<file path="src/rtl/regfile_issue.sv">
// regfile_issue: four-entry 8-bit register file with an in-order issue stage
// for an external two-stage ALU.
//
// Instructions are accepted one per cycle. An ALU op latches its operands and
// its control code into the registered alu_a/alu_b/alu_ctr outputs. ALU ops and
// LDI are tracked by a 3-stage scoreboard and write the register file when they
// leave the last stage. There is no forwarding, so an ALU op that reads a
// register with a write still in flight is held off with instr_ready=0.
// Illegal opcodes are consumed without effect apart from setting a sticky err.
//
// Ports
//   ck          clock, rising edge
//   rst_n       asynchronous active-low reset
//   instr_valid instruction offered this cycle
//   instr[15:0] op=[15:12] rd=[11:10] ra=[9:8] rb=[7:6] imm=[7:0]
//   instr_ready instruction is taken at the next edge if instr_valid=1
//   alu_a/alu_b registered operands to the ALU
//   alu_ctr     registered ALU control code (the opcode)
//   alu_o       ALU result, valid when the issuing entry leaves stage 3
//   rd_sel      debug readback select
//   rd_data     combinational read of rf[rd_sel]
//   err         sticky illegal-opcode flag
module regfile_issue (
  input  logic        ck,
  input  logic        rst_n,
  input  logic        instr_valid,
  input  logic [15:0] instr,
  output logic        instr_ready,
  output logic [7:0]  alu_a,
  output logic [7:0]  alu_b,
  output logic [3:0]  alu_ctr,
  input  logic [7:0]  alu_o,
  input  logic [1:0]  rd_sel,
  output logic [7:0]  rd_data,
  output logic        err
);

  typedef struct packed {
    logic       valid;
    logic [1:0] rd;
    logic       is_ldi;
    logic [7:0] imm;
  } sb_entry_t;

  logic [3:0] op;
  logic [1:0] rd;
  logic [1:0] ra;
  logic [1:0] rb;
  logic [7:0] imm;

  logic is_alu;
  logic is_unary;
  logic is_ldi;
  logic is_illegal;
  logic hazard;
  logic accept;

  sb_entry_t sb1;
  sb_entry_t sb2;
  sb_entry_t sb3;
  sb_entry_t sb_new;

  logic [7:0] rf [4];
  logic [7:0] wb_data;

  // rb shares bits with imm; it only matters for binary ALU ops.
  assign op  = instr[15:12];
  assign rd  = instr[11:10];
  assign ra  = instr[9:8];
  assign rb  = instr[7:6];
  assign imm = instr[7:0];

  always_comb begin
    is_alu     = 1'b0;
    is_unary   = 1'b0;
    is_ldi     = 1'b0;
    is_illegal = 1'b0;
    case (op)
      4'b0000, 4'b0001: is_alu = 1'b1;
      4'b0010:          is_ldi = 1'b1;
      4'b0011, 4'b0100, 4'b0101, 4'b0110, 4'b0111: is_illegal = 1'b1;
      default: begin
        // 1000..1111
        is_alu   = 1'b1;
        is_unary = (op >= 4'b1011);
      end
    endcase
  end

  // RAW check against every in-flight writer. Only ALU ops read the register
  // file, so LDI and illegal ops never stall. WAW is deliberately ignored:
  // writes retire in order, so the youngest writer lands last.
  always_comb begin
    hazard = 1'b0;
    if (is_alu) begin
      if (sb1.valid && (sb1.rd == ra || (!is_unary && sb1.rd == rb))) hazard = 1'b1;
      if (sb2.valid && (sb2.rd == ra || (!is_unary && sb2.rd == rb))) hazard = 1'b1;
      if (sb3.valid && (sb3.rd == ra || (!is_unary && sb3.rd == rb))) hazard = 1'b1;
    end
  end

  assign instr_ready = !(instr_valid && hazard);
  assign accept      = instr_valid && instr_ready;

  always_comb begin
    sb_new        = '0;
    sb_new.valid  = accept && (is_alu || is_ldi);
    sb_new.rd     = rd;
    sb_new.is_ldi = is_ldi;
    sb_new.imm    = is_ldi ? imm : 8'h00;
  end

  always_ff @(posedge ck or negedge rst_n) begin
    if (!rst_n) begin
      sb1 <= '0;
      sb2 <= '0;
      sb3 <= '0;
    end else begin
      sb1 <= sb_new;
      sb2 <= sb1;
      sb3 <= sb2;
    end
  end

  // The entry leaving stage 3 carries either its own immediate or the ALU
  // result for the operands issued three edges earlier.
  assign wb_data = sb3.is_ldi ? sb3.imm : alu_o;

  always_ff @(posedge ck or negedge rst_n) begin
    if (!rst_n) begin
      rf[0] <= 8'h00;
      rf[1] <= 8'h00;
      rf[2] <= 8'h00;
      rf[3] <= 8'h00;
    end else if (sb3.valid) begin
      rf[sb3.rd] <= wb_data;
    end
  end

  // Operands are read from rf before the accepting edge; a retirement at the
  // same edge is not visible to them.
  always_ff @(posedge ck or negedge rst_n) begin
    if (!rst_n) begin
      alu_a   <= 8'h00;
      alu_b   <= 8'h00;
      alu_ctr <= 4'h0;
    end else if (accept && is_alu) begin
      alu_a   <= rf[ra];
      alu_b   <= rf[rb];
      alu_ctr <= op;
    end
  end

  always_ff @(posedge ck or negedge rst_n) begin
    if (!rst_n) begin
      err <= 1'b0;
    end else if (accept && is_illegal) begin
      err <= 1'b1;
    end
  end

  assign rd_data = rf[rd_sel];

endmodule

</file>
<file path="config.mk">
export PLATFORM = sky130hd
export DESIGN_NAME = regfile_issue
export DESIGN_NICKNAME = d
export VERILOG_FILES = /design/src/rtl/regfile_issue.sv
export SDC_FILE = /design/constraint.sdc
export NUM_CORES = 1
export LEC_CHECK = 0
export CAP_MARGIN = 0
export CORE_AREA = 10 10 99 101
export DETAILED_ROUTE_END_ITERATION = 16
export DIE_AREA = 0 0 109 111
export MAX_ROUTING_LAYER = met4
export PLACE_DENSITY = 0.74
export SETUP_SLACK_MARGIN = 0.3
export SYNTH_ARGS = -nofsm -noshare
export SYNTH_HDL_FRONTEND = slang
export SYNTH_SLANG_ARGS = --single-unit
</file>
<file path="constraint.sdc">
create_clock -name ck -period 6.23 [get_ports ck]
set_clock_uncertainty 0.1 [all_clocks]
set_input_delay 1.869 -clock ck [delete_from_list [all_inputs] [get_ports ck]]
set_output_delay 1.869 -clock ck [all_outputs]
set_load 0.005 [all_outputs]
</file>
* Word level (Yosys, flattened, before mapping)
Index checks and enable logic that the tools add are counted.
** Word-level totals
- Register bits :: 89
- Word-level logic and storage cells :: 87
- Bits of input ports :: 29
- Memories :: 0
- Output and inout port bits :: 30
- Memory bits (read-only) :: 0
- Bits in latches :: 0
- Bits in writable memories :: 0
** Cells by class
- Magnitude comparators :: 6
- Reductions and logical operators :: 22
- Mux-type cells :: 22
- Bitwise logic cells :: 4
- $mul :: 0
- Equal/unequal tests :: 13
- Add/sub/neg operators :: 0
- Div/mod/pow operators :: 0
- Shift operators :: 0
** Operators with widths (count)
- 2-to-1 mux 8 bit :: 9
- binary-select mux 8 bit (select 2 bit) :: 3
- bitwise mux 32 bit :: 1
- demux 8 bit (select 2 bit) :: 1
- equality test 4 x 3 -> 1 bit (second input constant) :: 4
- equality test 2 bit :: 6
- greater-or-equal comparator 3 bit (second input constant) :: 4
- logical AND 1 bit :: 12
- NOT 2 -> 3 bit :: 4
- equality test 4 x 2 -> 1 bit (second input constant) :: 2
- 2-to-1 mux 1 bit :: 8
- OR reduction 8 bit :: 1
- OR reduction 6 bit :: 1
- OR reduction 5 bit :: 1
- equality test 4 x 1 -> 1 bit (second input constant) :: 1
- greater-or-equal comparator 4 bit (second input constant) :: 1
- logical NOT 4 bit :: 1
- logical OR 1 bit :: 4
- < comparator 3 x 1 -> 1 bit (second input constant) :: 1
- logical NOT 1 bit :: 2

* Longest topological paths before layout
Gate-level depths: netlist of run 1.
- Word-level depth :: 15
- Depth in mapped cells :: 7
- Mapped depth without buffers :: 5

* Worst setup path before layout of run 1
No wires, ideal clock.
- Path type :: input to output
- From :: input port rd_sel[0]
- To :: output port rd_data[0]
- Data arrival time :: 2856 ps
- Stages :: 2
- Data required time :: 4261 ps
- Buffers on the path :: 1
- Setup slack :: 1405 ps
- Path through :: clkbuf_1 -> mux4_2
** Between the ends
- Word-level cells in the longest chain between the ends :: 4
** Ends and longest elaborated chain
- start: declaration :: line 33 : input logic [1:0] rd_sel,
- NOT 2 -> 3 bit (not written as such) :: line 162 : assign rd_data = rf[rd_sel];
- binary-select mux 8 bit (select 2 bit) :: line 162
- 2-to-1 mux 8 bit (not written as such) (2 in series) :: line 162
- end: declaration :: line 34 : output logic [7:0] rd_data,
Every way passes these cells. The select of a mux whose other input is x is not followed.

* Worst setup path in the final report of run 1
- From :: input port instr[6]
- To :: output port instr_ready
** Between the ends
- Word-level cells in the longest chain between the ends :: 10
- Elaborated cells on any way between the ends :: 18
- Those cells by class :: eq/ne: 3; mux: 4; reduce/logical: 11
** Ends and longest elaborated chain
- start: declaration :: line 27 : input logic [15:0] instr,
- equality test 2 bit :: line 96 : if (sb1.valid && (sb1.rd == ra || (!is_unary && sb1.rd == rb))) hazard = 1'b1;
- logical AND 1 bit :: line 96
- logical OR 1 bit :: line 96
- logical AND 1 bit :: line 96
- 2-to-1 mux 1 bit :: line 96
- 2-to-1 mux 1 bit :: line 97 : if (sb2.valid && (sb2.rd == ra || (!is_unary && sb2.rd == rb))) hazard = 1'b1;
- 2-to-1 mux 1 bit * :: line 98 : if (sb3.valid && (sb3.rd == ra || (!is_unary && sb3.rd == rb))) hazard = 1'b1;
- 2-to-1 mux 1 bit * :: line 95 : if (is_alu) begin
- logical AND 1 bit * :: line 102 : assign instr_ready = !(instr_valid && hazard);
- logical NOT 1 bit * :: line 102
- end: declaration :: line 28 : output logic instr_ready,
Every way passes the cells marked *; elsewhere a longest branch is shown, timed or not.

==> results.ini, run 1 <==
[critical_path]
cpMostUsedCell = clkdlybuf4s50_1
end_kind = output pin
critical_path.cell_chain = clkdlybuf4s50_1 -> xor2_1 -> a211oi_1 -> o21ai_1 -> nand3_1 -> nand2_1 -> clkdlybuf4s50_1
critPathKind = in -> out
cp.arrival_ps = 3730
critPathLaunchType = primary input
required_ps = 4260
cp_num_cells = 7
critPathTopFamily = buffers and inverters
cpPeakStageDelay_ps = 580
crit_fanout = 4
crit_slowest_cell = clkdlybuf4s50_1
crit_buf_inv = 2
reg2reg_depth = 5

[synth]
synth_nets = 297
synthArstFlopShare_pct = 100.0
synth_seq_area_share_pct = 57.55
netlist_instances = 268
yosysMostFrequentCell = dfrtp_1
syn-cell-area_mm2 = 0.003870
synth-edff-count = 0
synth_top_cell_by_area = dfrtp_1
netlist.area_leader.share_pct = 57.55
synth_commonest_cells = dfrtp_1 (89), nand2_1 (28), o21ai_0 (24)
synth_area_leaders = dfrtp_1 (58%), mux4_1 (11%), mux4_2 (4.7%), o21ai_0 (3.1%), mux2_4 (3.1%)
ys_ff_latch = 89
synthFlopType = dfrtp_1
yosysWarnings = 0
postSynthAreaPerCell_um2 = 14.44
synth_cell_types = 33

[global_routing]
gr-total-overflow = 0
grt_max_degree = 90
grt_usage_pct = 13.56
antenna_found_initial = 0
grt_pass1_vias = 2455
grt_pass1_wl_mm = 12.64

[placed_design]
io_buffers = 58
pre_cts_slack_ps = 537.4
gp_congestion = 0.7729
place_inst = 423
hpwl_mm = 5.611

[floorplanning]
start_util_pct = 48.56
die_h_um = 111
core_mm2 = 0.007969
io_pins = 59
die-area_mm2 = 0.01210
die_w_um = 109
rows = 33

[clocking]
cts_buffers = 9
cts-root-buf = clkbuf_8
ctsHoldBuffers = 0
cts_resized = 0
clk_pin_slew_ps = 90
cts_setup_buffers = 0
cts_max_path_buffers = 2
cts_tree = yes
clock_latency_ps = 350
htreeDepth = 3
cts.sinks = 89

[final_layout]
fin_cells = 439
drive_above_1_share_pct = 15.57
multiInputGateArea_mm2 = 0.001554
antenna_cells = 0
syn_to_final_growth_pct = 22.57
fillers = 617
seq_area_mm2 = 0.002227
final_net_count = 358

[sta]
fmax_ghz = 0.1755
tightest_slew_ps = 1245
rsz0062_at_grt = false
whs_ps = 248.0
setup_violations = 0
finalWorstSetupSlack_ps = 533.4
period_share_pct = 91.44
finalMaxSlewViolations = 0
slew_headroom_pct = 16.79
setup-tns-final_ps = 0
finalHoldViolCount = 0
min_period_ps = 5697

[route]
via_per_inst = 5.403
drt_wl_total_mm = 7.577
num_vias = 2372
drt_iter0_markers = 153
wl_per_cell_um = 17.26
first_pass_iters = 4
antenna_left = 0
post-route-drc-count = 0

[status]
status = complete, no violations

[pwr]
power_density_mw_per_mm2 = 356.6
report.power.total_w = 0.001692
leakagePower_nw = 2.104
ir_worst_vdd_mv = 0.1523

[flow_run]
drv_cap = 0

[hold_path]
hold-path-cell-count = 0
hold_class = reg -> reg

-- layout make-up --
cell class | count | area share [%]
tap | 105 | 2.770
timing repair buffer | 64 | 13.14
multi-input combinational | 164 | 32.76
clock inverter | 7 | 1.688
clock buffer | 9 | 2.611
inverter | 1 | 0.07913
sequential | 89 | 46.95
-- layer usage --
| metal | wire [µm] | vias to the layer above | track usage, % |
|---|---|---|---|
| met5 | 0 | - | - |
| met4 | 108 | 0 | 5.893 |
| met3 | 371 | 6 | 2.907 |
| met2 | 3683 | 62 | 20.05 |
| met1 | 3414 | 1197 | 17.54 |
| li1 | - | 1107 | - |
-- sequential cells by signal (all words and copies together), names as in the netlist --
register,cells
alu_ctr,4
sb1,12
alu_a,8
alu_b,8
err,1
sb2,12
sb3,12
rf,32
-- cell usage in the layout, fill, tap and decap left out --
master,synthesis,final
dfrtp_1,89,89
clkdlybuf4s50_1,0,57
nand2_1,28,28
o21ai_0,24,24
mux4_1,16,16
nor2_1,12,12
xor2_1,12,12
mux2_2,9,9
clkbuf_8,0,9
mux4_2,8,8
and2_1,8,8
mux2_4,8,8
mux2i_1,8,8
a21oi_1,8,8
buf_4,2,7
a21o_1,3,3
a211oi_1,3,3
clkinv_4,0,3
nor3b_1,2,2
o21ai_2,2,2
nand3_1,2,2
nand3b_1,2,2
nor2b_1,1,1
o21a_1,1,1
o21ai_1,1,1
nand4_4,1,1
inv_1,1,1
a31o_2,1,1
and4b_1,1,1
nand4_1,1,1
o32a_1,1,1
o22a_1,1,1
bufinv_16,0,1
clkinv_2,0,1
clkinvlp_4,0,1
inv_8,0,1
-- report_power, final --
part	internal (W)	leakage, nW	switching, W	total, W
clock	0.000189	0.101	0.000210	0.000400
combinational	0.000324	0.899	0.000151	0.000475
sequential	0.000710	1.10	0.000106	0.000817
total	0.00122	2.10	0.000468	0.00169
-- through the flow --
stage / utilization (%) / instance area, µm²
finish: 59.52 / 4743
global route: 59.52 / 4743
CTS: 59.52 / 4743
detailed placement: 56.96 / 4539
global placement: 56.96 / 4539
floorplan: - / 3870
-- logic make-up (layout without fill, tap and decap cells) --
kind of cell | Yosys count | count (layout) | share of synthesized area (%)
AO/OA/AOI/OAI | 45 | 45 | 6.790
flip-flops | 89 | 89 | 57.55
XOR/XNOR | 12 | 12 | 2.716
buffers and inverters | 15 | 81 | 2.295
AND/OR/NAND/NOR | 58 | 58 | 7.339
multiplexers | 49 | 49 | 23.31
-- path summary, 6_finish.rpt --
kind	startpoint	to	slack (ps)
worst min-delay path	sb2[1]	sb3[1]	250
worst min register to register	sb2[1]	sb3[1]	250
max in group asynchronous	rst_n	alu_b[3]	3750
worst max register to register	sb1[9]	alu_a[2]	4190
worst max-delay path	instr[6]	instr_ready	530
min in group asynchronous	rst_n	sb1[6]	1600
-- worst register-to-register path: stages, from the launching register on --
cell and delay [ps]:
dfrtp_1 420, xor2_1 200, a211oi_1 60, o21ai_1 330, nand4_4 410, mux2_4 420
Note: power is estimated with default switching activity, not from simulation.
==> run 2, diff against run 1 <==
--- a/config.mk
+++ b/config.mk
@@ -8,7 +8,8 @@
 export CAP_MARGIN = 0
-export CORE_AREA = 10 10 99 101
+export CORE_AREA = 10 10 93 95
 export DETAILED_ROUTE_END_ITERATION = 16
-export DIE_AREA = 0 0 109 111
+export DIE_AREA = 0 0 103 105
 export MAX_ROUTING_LAYER = met4
-export PLACE_DENSITY = 0.74
+export PLACE_DENSITY = 0.83
+export RECOVER_POWER = 100
 export SETUP_SLACK_MARGIN = 0.3
--- a/constraint.sdc
+++ b/constraint.sdc
@@ -4,2 +4,2 @@
 set_output_delay 1.869 -clock ck [all_outputs]
-set_load 0.005 [all_outputs]
+set_load 0.01 [all_outputs]
==> results.ini, run 2 (synthesis results as in run 1) <==
[final_layout]
regMostFlops = rf
mostFrequentLayoutCells = dfrtp_1 (89), dlygate4sd3_1 (41), nand2_1 (28)
syn_to_final_growth_pct = 20.63
largest_register_ffs = 32
final_net_count = 358
antenna_cells = 0
multiInputGateArea_mm2 = 0.001509
seq_area_mm2 = 0.002227
fillers = 458
drive_above_1_share_pct = 12.87
fin_util_pct = 69.09
mostFrequentLayoutCell = dfrtp_1

[sta]
period_share_pct = 94.21
fmax_ghz = 0.1704
finalHoldViolCount = 0
tightest_slew_ps = 2054
setup_violations = 0
slew_headroom_pct = -36.92
min_period_ps = 5869
setup-tns-final_ps = 0
finalMaxSlewViolations = 90
rsz0062_at_grt = false

[clocking]
clk_pin_slew_ps = 90
htreeDepth = 3
cts_tree = yes
cts.sinks = 89
cts_setup_buffers = 0
cts_max_path_buffers = 2
cts-root-buf = clkbuf_8
cts_resized = 0
ctsHoldBuffers = 0
cts_buffers = 9
clock_latency_ps = 360

[global_routing]
grt_usage_pct = 15.62
grt_max_degree = 90
antenna_found_initial = 0
grt_pass1_wl_mm = 12.88
grt_pass1_vias = 2573
gr-total-overflow = 0

[floorplanning]
io_pins = 59
start_util_pct = 57.28
die-area_mm2 = 0.01082
die_h_um = 105
die_w_um = 103
core_mm2 = 0.006756
rows = 30

[hold_path]
hold_class = reg -> reg

[pwr]
power_density_mw_per_mm2 = 361.0
leakagePower_nw = 2.070
ir_worst_vdd_mv = 0.1602
report.power.total_w = 0.001685

[route]
num_vias = 2488
post-route-drc-count = 0
via_per_inst = 6.010
first_pass_iters = 4
drt_wl_total_mm = 7.865
wl_per_cell_um = 19.00
drt_iter0_markers = 158
antenna_left = 0

[critical_path]
cpMostUsedCell = dlygate4sd3_1
critPathKind = in -> out
cp.arrival_ps = 3900
critPathLaunchType = primary input
cpPeakStageDelay_ps = 610
crit_slowest_cell = dlygate4sd3_1
critical_path.cell_chain = dlygate4sd3_1 -> a21o_1 -> a211oi_1 -> o21ai_2 -> nand3_1 -> nand2_1 -> dlygate4sd3_1
end_kind = output pin
crit_fanout = 5
required_ps = 4260

[status]
status = finished with violations
violations = max-capacitance violations, max-slew violations

[flow_run]
drv_cap = 1

[placed_design]
hpwl_mm = 5.696
io_buffers = 58
gp_congestion = 0.8305

## run 2: layout make-up
cell class	count	area share, %
Clock buffer	9	2.653
Clock inverter	7	1.796
Inverter	1	0.08041
Multi-Input combinational cell	164	32.32
Sequential cell	89	47.71
Tap cell	80	2.144
Timing Repair Buffer	64	13.29
## run 2: worst paths after layout
check | cells after the start | to | slack (ps) | from
setup / recovery | 7 | instr_ready | 360 | instr[14]
max in group asynchronous | 1 | rf[4] | 2830 | rst_n
min in group asynchronous | 1 | rf[29] | 1980 | rst_n
hold / removal | 0 | sb2[0] | 250 | sb1[0]
hold reg to reg | 0 | sb2[0] | 250 | sb1[0]
setup reg to reg | 5 | alu_a[5] | 3600 | sb1[9]
## run 2: where the power goes
group          switching [W]  internal (W)  leakage [nW]
Sequential          0.000106      0.000710          1.10
Combinational       0.000188      0.000274         0.858
Clock               0.000212      0.000194         0.108
Total               0.000507       0.00118          2.07
## run 2: metrics by stage
stage | instances | setup slack [ps] | area [µm²] | hold WS, ps
6_report | 414 | 360.6 | 4668 | 252.1
5_1_grt | 414 | 243.0 | 4668 | 265.2
4_1_cts | 414 | 475.0 | 4716 | 257.1
3_5_place_dp | 398 | 478.8 | 4508 | 234.7
3_3_place_gp | 398 | 536.8 | 4508 | 232.4
2_1_floorplan | 268 | 1377 | 3870 | 231.2
## run 2: worst max-delay path, delay by kind of cell
family                 cells  cell delay, ps
AO/OA/AOI/OAI              3             690
buffers and inverters      2            1210
AND/OR/NAND/NOR            2             130
## run 2: per-layer routing
metal	global-route usage, %	vias up	part of all wire, %
met1	18.71	1272	42
met5	-	-	0
met3	4.677	10	6.7
li1	-	1108	-
met4	4.871	0	1.1
met2	24.66	98	50
